===== config.mk =====
export PLATFORM = sky130hd
export DESIGN_NAME = riscv_div_unit
export DESIGN_NICKNAME = d
export VERILOG_FILES = /design/src/rtl/riscv_types_pkg.sv /design/src/rtl/riscv_div_unit_div_step.sv /design/src/rtl/riscv_div_unit.sv
export SDC_FILE = /design/constraint.sdc
export NUM_CORES = 1
export LEC_CHECK = 0
export ABC_AREA = 1
export CAP_MARGIN = 20
export CORE_ASPECT_RATIO = 0.6
export CORE_MARGIN = 8
export CORE_UTILIZATION = 55
export CTS_CLUSTER_DIAMETER = 80
export DETAILED_ROUTE_END_ITERATION = 12
export GPL_ROUTABILITY_DRIVEN = 0
export PLACE_DENSITY_LB_ADDON = 0.08
export RECOVER_POWER = 100
export SETUP_SLACK_MARGIN = 0.15
export SKIP_CTS_REPAIR_TIMING = 1
export SYNTH_ARGS = -nofsm -noshare
export SYNTH_HDL_FRONTEND = slang
export SYNTH_HIERARCHICAL = 1
export SYNTH_SLANG_ARGS = --single-unit

===== constraint.sdc =====
create_clock -name clk -period 2.2 [get_ports clk]
set_input_delay 0.22 -clock clk [delete_from_list [all_inputs] [get_ports clk]]
set_output_delay 0.22 -clock clk [all_outputs]
set_load 0.01 [all_outputs]

===== src/rtl/riscv_types_pkg.sv =====
// Shared RISC-V execute-stage types: ALU opcodes plus the divider FSM state and iteration count.
package riscv_types;

  typedef enum logic [4:0] {
    ALU_ADD = 5'd0,
    ALU_SUB,
    ALU_SLL,
    ALU_SLT,
    ALU_SLTU,
    ALU_XOR,
    ALU_SRL,
    ALU_SRA,
    ALU_OR,
    ALU_AND,
    ALU_LUI,
    ALU_MUL,
    ALU_MULH,
    ALU_MULHSU,
    ALU_MULHU,
    ALU_DIV,
    ALU_DIVU,
    ALU_REM,
    ALU_REMU
  } alu_t;

  typedef enum logic [1:0] {
    IDLE = 2'd0,
    CALC = 2'd1,
    DONE = 2'd2
  } div_state_t;

  localparam int DIV_ITERATIONS = 32;

  function automatic logic is_div_op(input alu_t op);
    return (op == ALU_DIV) || (op == ALU_DIVU) || (op == ALU_REM) || (op == ALU_REMU);
  endfunction

endpackage


===== src/rtl/riscv_div_unit_div_step.sv =====
// One combinational restoring radix-2 division step on the remainder/quotient pair.
module div_step #(
  parameter int XLEN = 32
) (
  input  logic [XLEN-1:0] i_rem,
  input  logic [XLEN-1:0] i_quot,
  input  logic [XLEN-1:0] i_divisor,
  output logic [XLEN-1:0] o_rem,
  output logic [XLEN-1:0] o_quot
);

  logic [XLEN:0]   w_shift;
  logic            w_borrow;
  logic [XLEN-1:0] w_diff;

  assign w_shift  = {i_rem, i_quot[XLEN-1]};
  assign w_borrow = w_shift < {1'b0, i_divisor};
  // Without a borrow the true difference is below the divisor, so the low XLEN bits are exact.
  assign w_diff   = w_shift[XLEN-1:0] - i_divisor;

  assign o_rem  = w_borrow ? w_shift[XLEN-1:0] : w_diff;
  assign o_quot = {i_quot[XLEN-2:0], ~w_borrow};

endmodule


===== src/rtl/riscv_div_unit.sv =====
// Iterative 32-cycle RV32M divider (DIV/DIVU/REM/REMU) with valid/ready request and response.
// Define DIV_FAST_SPECIAL_EN to complete divide-by-zero and signed overflow on the acceptance edge.
module riscv_div_unit
  import riscv_types::*;
#(
  parameter int XLEN = 32
) (
  input  logic            clk,
  input  logic            reset_n,
  input  logic            req_valid_i,
  output logic            req_ready_o,
  input  alu_t            op_i,
  input  logic [XLEN-1:0] rs1_i,
  input  logic [XLEN-1:0] rs2_i,
  input  logic            flush_i,
  output logic            resp_valid_o,
  input  logic            resp_ready_i,
  output logic [XLEN-1:0] result_o,
  output logic            busy_o
);

  localparam logic [4:0]      LAST_ITER = 5'(DIV_ITERATIONS - 1);
  localparam logic [XLEN-1:0] MOST_NEG  = {1'b1, {(XLEN-1){1'b0}}};

  div_state_t      r_state;
  alu_t            r_op;
  logic [XLEN-1:0] r_rs1;
  logic [XLEN-1:0] r_divisor;
  logic [XLEN-1:0] r_rem;
  logic [XLEN-1:0] r_quot;
  logic            r_q_neg;
  logic            r_r_neg;
  logic            r_div_zero;
  logic            r_overflow;
  logic [4:0]      r_cnt;

  logic            w_signed;
  logic            w_accept;
  logic            w_div_zero;
  logic            w_overflow;
  logic            w_is_quot;
  logic [XLEN-1:0] w_rs1_mag;
  logic [XLEN-1:0] w_rs2_mag;
  logic [XLEN-1:0] w_rem_next;
  logic [XLEN-1:0] w_quot_next;
  logic [XLEN-1:0] w_quot_s;
  logic [XLEN-1:0] w_rem_s;
  logic [XLEN-1:0] w_result;

  assign w_signed    = (op_i == ALU_DIV) || (op_i == ALU_REM);
  assign req_ready_o = reset_n & (r_state == IDLE) & ~flush_i & is_div_op(op_i);
  assign w_accept    = req_valid_i & req_ready_o;
  assign w_div_zero  = (rs2_i == '0);
  assign w_overflow  = w_signed & (rs1_i == MOST_NEG) & (rs2_i == '1);
  assign w_rs1_mag   = (w_signed & rs1_i[XLEN-1]) ? -rs1_i : rs1_i;
  assign w_rs2_mag   = (w_signed & rs2_i[XLEN-1]) ? -rs2_i : rs2_i;

  div_step #(.XLEN(XLEN)) u_div_step (
    .i_rem     (r_rem),
    .i_quot    (r_quot),
    .i_divisor (r_divisor),
    .o_rem     (w_rem_next),
    .o_quot    (w_quot_next)
  );

  // Flush acts as a synchronous clear and outranks both acceptance and the response handshake.
  always_ff @(posedge clk or negedge reset_n) begin
    if (!reset_n) begin
      r_state <= IDLE;
    end else if (flush_i) begin
      r_state <= IDLE;
    end else begin
      case (r_state)
`ifdef DIV_FAST_SPECIAL_EN
        IDLE:    if (w_accept) r_state <= (w_div_zero | w_overflow) ? DONE : CALC;
`else
        IDLE:    if (w_accept) r_state <= CALC;
`endif
        CALC:    if (r_cnt == LAST_ITER) r_state <= DONE;
        DONE:    if (resp_ready_i) r_state <= IDLE;
        default: r_state <= IDLE;
      endcase
    end
  end

  always_ff @(posedge clk or negedge reset_n) begin
    if (!reset_n) begin
      r_op       <= ALU_ADD;
      r_rs1      <= '0;
      r_divisor  <= '0;
      r_rem      <= '0;
      r_quot     <= '0;
      r_q_neg    <= 1'b0;
      r_r_neg    <= 1'b0;
      r_div_zero <= 1'b0;
      r_overflow <= 1'b0;
      r_cnt      <= '0;
    end else if (w_accept) begin
      r_op       <= op_i;
      r_rs1      <= rs1_i;
      r_divisor  <= w_rs2_mag;
      r_rem      <= '0;
      r_quot     <= w_rs1_mag;
      r_q_neg    <= w_signed & (rs1_i[XLEN-1] ^ rs2_i[XLEN-1]);
      r_r_neg    <= w_signed & rs1_i[XLEN-1];
      r_div_zero <= w_div_zero;
      r_overflow <= w_overflow;
      r_cnt      <= '0;
    end else if (r_state == CALC) begin
      r_rem  <= w_rem_next;
      r_quot <= w_quot_next;
      r_cnt  <= r_cnt + 5'd1;
    end
  end

  assign w_is_quot = (r_op == ALU_DIV) || (r_op == ALU_DIVU);
  assign w_quot_s  = r_q_neg ? -r_quot : r_quot;
  assign w_rem_s   = r_r_neg ? -r_rem : r_rem;

  // Special cases override whatever the iteration produced.
  always_comb begin
    w_result = w_is_quot ? w_quot_s : w_rem_s;
    if (r_div_zero) begin
      w_result = w_is_quot ? '1 : r_rs1;
    end else if (r_overflow) begin
      w_result = w_is_quot ? MOST_NEG : '0;
    end
  end

  assign resp_valid_o = (r_state == DONE);
  assign result_o     = resp_valid_o ? w_result : '0;
  assign busy_o       = (r_state != IDLE);

endmodule


# After elaboration in Yosys (flattened, before gate mapping)
# Index checks and enable logic that the tools add are counted.
# W data, S select, Z words.
[op_classes]
addsub = 6
n_lt_le_gt_ge = 1
eq_ne = 14
mux = 22
bitwise = 12
n_reduce_logical = 10
[ops]
columns = ["op", "n"]
rows = [
  ["$mux W32", 15],
  ["$neg A32 Y32", 4],
  ["$eq A32 B32 Y1 const B", 2],
  ["$lt A33 B32 Y1", 1],
  ["$logic_not A32 Y1", 1],
  ["$sub A32 B32 Y32", 1],
  ["$eq A5 B5 Y1 const B", 5],
  ["$eq A5 B4 Y1 const B", 2],
  ["$mux W5", 2],
  ["$and A1 B1 Y1", 9],
  ["$mux W2", 4],
  ["$ne A3 B3 Y1 const B", 2],
  ["$pmux W2 S3", 1],
  ["$add A5 B1 Y5 const B", 1],
  ["$logic_or A1 B1 Y1", 5],
  ["$reduce_bool A2 Y1", 2],
  ["$ne A3 B2 Y1 const B", 1],
  ["$reduce_and A3 Y1", 1],
  ["$eq A2 B1 Y1 const B", 1],
  ["$eq A2 B2 Y1 const B", 1],
  ["$logic_not A2 Y1", 1],
  ["$not A1 Y1", 2],
  ["$xor A1 B1 Y1", 1],
]
[totals]
register_bits = 144
inputBits = 74
output_inout_bits = 35
word_cells = 76

# Depth between registers and ports, before layout
[logic_depth]
word_depth = 9
depth_mapped = 17
depth_no_buf = 17

# Modules after synthesis
# The synthesis kept the hierarchy.
[modules_own_cells]
columns = ["module", "n_inst", "cells_per_inst", "area_per_inst_um2", "seq_area_each_um2"]
rows = [
  ["riscv_div_unit", 1, 1568, 10363.7, 3603.5],
  ["div_step", 1, 670, 3357.0, 0.0],
]

# Worst setup path before layout
# OpenSTA, ideal clock, no wires.
[synth_path]
kind = "register to register"
start = "reg r_quot[31]"
end = "reg r_rem[28]"
setup_ps = 121
arrival_time_ps = 1991
required_ps = 2079
slack_ps = 88
path_stages_with_launch = 17
path_buffers = 0
synth_period_minus_slack_ps = 2112
path_cell_list = "dfrtp_1 -> inv_1 -> ha_1 -> inv_1 -> fa_1 -> nand3_1 -> nand3_1 -> nand2_1 -> nand2_1 -> nand2_1 -> nand2_1 -> nand2_1 -> nand3_1 -> nand3_1 -> nand2_1 -> a22oi_1 -> inv_1"
[synth_between]
elab_chain_len = 4
elab_cells_between_ends = 5
cone_classes = "add/sub (1); order compare (1); mux (3)"
[synth_lines]
columns = ["element", "line", "source"]
rows = [
  ["from (decl)", "riscv_div_unit.sv:30", "logic [XLEN-1:0] r_quot;"],
  ["from (signal assigned)", "riscv_div_unit.sv:103", "r_quot <= w_rs1_mag;"],
  ["from (signal assigned)", "riscv_div_unit.sv:111", "r_quot <= w_quot_next;"],
  ["$sub A32 B32 Y32 / $lt A33 B32 Y1 (equally long branches)", "riscv_div_unit_div_step.sv:19, riscv_div_unit_div_step.sv:17", ""],
  ["$mux W32 *", "riscv_div_unit_div_step.sv:21", "assign o_rem = w_borrow ? w_shift[XLEN-1:0] : w_diff;"],
  ["net w_rem_next[28]", "riscv_div_unit.sv:44", "logic [XLEN-1:0] w_rem_next;"],
  ["$mux W32 *", "riscv_div_unit.sv:109", "end else if (r_state == CALC) begin"],
  ["$mux W32 *", "riscv_div_unit.sv:98", "end else if (w_accept) begin"],
  ["to (signal assigned)", "riscv_div_unit.sv:110", "r_rem <= w_rem_next;"],
  ["to (decl)", "riscv_div_unit.sv:29", "logic [XLEN-1:0] r_rem;"],
]
# Mark *: on every way through the listed nets, which the timed path passes. The rest lies on a longest branch. The select of a mux whose other input is x is not followed.
# A chain may end at the register's enable or synchronous reset.

# Worst setup path after layout
[layout_path]
start = "reg r_rem[3]"
end = "out result_o[7]"
[layout_between]
elab_chain_len = 6
[layout_lines]
columns = ["element", "line", "source"]
rows = [
  ["$neg A32 Y32", "riscv_div_unit.sv:118", "assign w_rem_s = r_r_neg ? -r_rem : r_rem;"],
  ["$mux W32", "riscv_div_unit.sv:118", ""],
  ["$mux W32", "riscv_div_unit.sv:122", "w_result = w_is_quot ? w_quot_s : w_rem_s;"],
  ["$mux W32", "riscv_div_unit.sv:125", "end else if (r_overflow) begin"],
  ["$mux W32", "riscv_div_unit.sv:123", "if (r_div_zero) begin"],
  ["$mux W32", "riscv_div_unit.sv:131", "assign result_o = resp_valid_o ? w_result : '0;"],
  ["to (decl)", "riscv_div_unit.sv:18", "output logic [XLEN-1:0] result_o,"],
]
# Every way passes these cells.

==> qor.yml <==
netlist_instances: 2238
start_kind: "flop"
ys_types: 48
core_um2: 24300
initial_core_util: 0.564
placed_area_um2: 17400
ff2ff_setup_slack_ns: -0.28
avgSynthCellArea_um2: 6.13
whs_path_depth: 3
first_global_vias: 15400
grt_pass1_wl_um: 79100
pwr-share-comb: 0.750
syn2layout_area_growth_pct: 41.4
firstDrtPassIters: 6
hpwl_um: 39100
cts.sinks: 144
grt_start_max_net_pins: 145
drtIter0Drc: 2574
power.leakage_nw: 10.1
tns_ns: -17.05
synth_area_um2: 13700
yosys-top-cells-count: "nand2_1 (673), inv_1 (310), nand3_1 (242)"
cp.arrival_ns: 2.39
critPathLaunch: "r_rem[3]"
synth_area_leaders: "dfrtp_1 (26%), nand2_1 (18%), nand3_1 (8.8%)"
yosysMostFrequentCell: "nand2_1"
worst_pin_slew_ns: 1.41
final-hold-violation-count: 0
vias: 17500
status: "finished with violations"
fmax_mhz: 383
rsz0062_at_grt: "yes"
post-route-period-util: 1.19
fin_area_um2: 19400
antenna_found_initial: 2
avgViaCountPerCell: 5.88
diodes: 0
die_y_um: 138
total_power_mw: 29.0
switching_power_mw: 14.4
r2r_cells: 14
yosys.area.top_type: "dfrtp_1"
numCtsBuffers: 17
synthArstFlopShare: 1.00
ios: 109
synth_edf_count: 0
clkLatencyLatePin_ns: 0.45
ir_worst_vdd_mv: 0.955
r2r-end: "r_rem[6]"
hold_class: "in2reg"
ys_ff_latch: 144
seq_power_share: 0.149
root_buffer: "clkbuf_16"
wl_per_cell_um: 18.4
synth.top_cell.area_share: 0.263
cp_max_fo: 5
post-route-min-period_ns: 2.61
dieWidth_um: 220
nets: 2753
antenna_left: 0
gr-total-overflow: 0
ys.flop_type: "dfrtp_1"
swShare: 0.495
relSlewSlack: 0.0615
power.density_nw_per_um2: 1500
r2r-start: "r_divisor[30]"
ys.warnings.count: 6
port_buffers: 108
power.internal_mw: 14.6
wl_um: 54700
hold_start: "op_i[1]"
dieArea_um2: 30400
skew_ns: 0.0113
h-tree-depth: 4
finalNonFillerCells: 2974
cap_violations: 0
cts_buffer_depth: 2
num-fill-cells: 1727
drive_gt1_frac: 0.275
dp.cells: 2909
clk_pin_slew_ns: 0.07
violations: "negative setup slack"
grt_usage: 0.320
fp-row-count: 44
worstSetupEndpointType: "output port"
setup_slack_ns: -0.410
hold_path_end: "r_op[1]"
crit_type: "reg2out"
fin_hold_ws_ns: 0.391
pwr-share-clk: 0.101
slew_viol_final: 0
finalSetupViolations: 79
drc: 0
cp.required_ns: 1.98
cts_tree: "yes"
yosysSeqAreaShare: 0.263
synth_fp_nets: 2352
-- power groups by stage --
stage | combinational (mW) | sequential, mW | clock, mW
floorplan | 9.74 | 4.26 | 0
global placement | 16.7 | 4.15 | 0
detailed placement | 17.2 | 4.19 | 0
CTS | 17.3 | 4.16 | 2.93
global route | 23.2 | 4.40 | 3.06
finish | 21.8 | 4.32 | 2.93
-- stage by stage --
stage | setup slack (ns) | utilization
after floorplan | 0.153 | -
after global placement | -0.261 | 0.716
after detailed placement | -0.327 | 0.716
after CTS | -0.820 | 0.740
after global routing | -0.483 | 0.797
final | -0.410 | 0.797
-- area by class of cell --
cell class	instances	area, µm²	share of cell area
clock inverter	9	97.6	0.00503
timing repair buffer	490	4060	0.209
multi-input combinational	1669	9550	0.492
tap	322	403	0.0208
clock buffer	23	488	0.0251
sequential	144	3610	0.186
inverter	317	1200	0.0617
-- sequential cells by signal (all words and copies together), names as in the netlist --
register / flops
r_rem: 32
r_r_neg: 1
r_div_zero: 1
r_quot: 32
r_op: 5
r_cnt: 5
r_divisor: 32
r_overflow: 1
r_q_neg: 1
r_rs1: 32
r_state: 2
-- worst max-delay path: stages, from the launching register on --
cell      delay, ns
dfrtp_1        0.40
buf_6          0.14
nor2_4         0.11
nand2_1        0.08
nor2_1         0.14
buf_4          0.16
buf_6          0.11
o21ai_2        0.04
nand3b_1       0.13
o211ai_1       0.16
nand2_1        0.11
nand2_1        0.05
nor2_1         0.13
buf_2          0.16
-- cell families after synthesis --
group                    synth area share
AO/OA/AOI/OAI                       0.138
AND/OR/NAND/NOR                     0.395
XOR/XNOR                           0.0338
buffers and inverters               0.133
flip-flops                          0.263
adder cells (fa/ha/maj)            0.0370
-- routing by layer --
layer / GRT usage / vias up / wire (µm)
li1: - / 8019 / -
met1: 0.469 / 8170 / 22900
met2: 0.454 / 1136 / 23200
met3: 0.0965 / 165 / 7310
met4: 0.0730 / 4 / 1320
met5: 0 / - / 9
-- worst max-delay path by stage --
stage                         endpoint  slack (ns)  depth (start not counted)
after CTS                 result_o[28]       -0.82                         11
final                      result_o[7]       -0.41                         13
after global routing      result_o[23]       -0.48                         12
after floorplan              r_rem[28]        0.15                         16
after global placement    result_o[24]       -0.26                         11
after detailed placement  result_o[28]       -0.33                         11
-- placed cells by master (no fill, tap or decap), types with 14 or more instances in the layout --
master           Yosys  final
nand2_1            673    633
buf_4               36    331
inv_1              310    295
nand3_1            242    203
nor2_1             195    150
dfrtp_1            144    137
o21ai_0            126    108
clkdlybuf4s50_1      0     71
a21oi_1             89     65
xor2_1              51     51
nand3_2             11     43
nand4_1             38     38
nor2_2              11     36
nand2_2              9     35
buf_6                4     30
buf_2               38     27
o31ai_1             25     25
ha_4                 0     25
a21oi_2              1     24
nor2_4               3     23
inv_2                6     20
o21ai_1              8     19
a22oi_1             36     19
a22oi_2              0     17
clkbuf_16            0     17
nand2_4              3     16
nor3_1              22     16
ha_1                39     14
No activity file was read; power rests on OpenSTA's default activity.
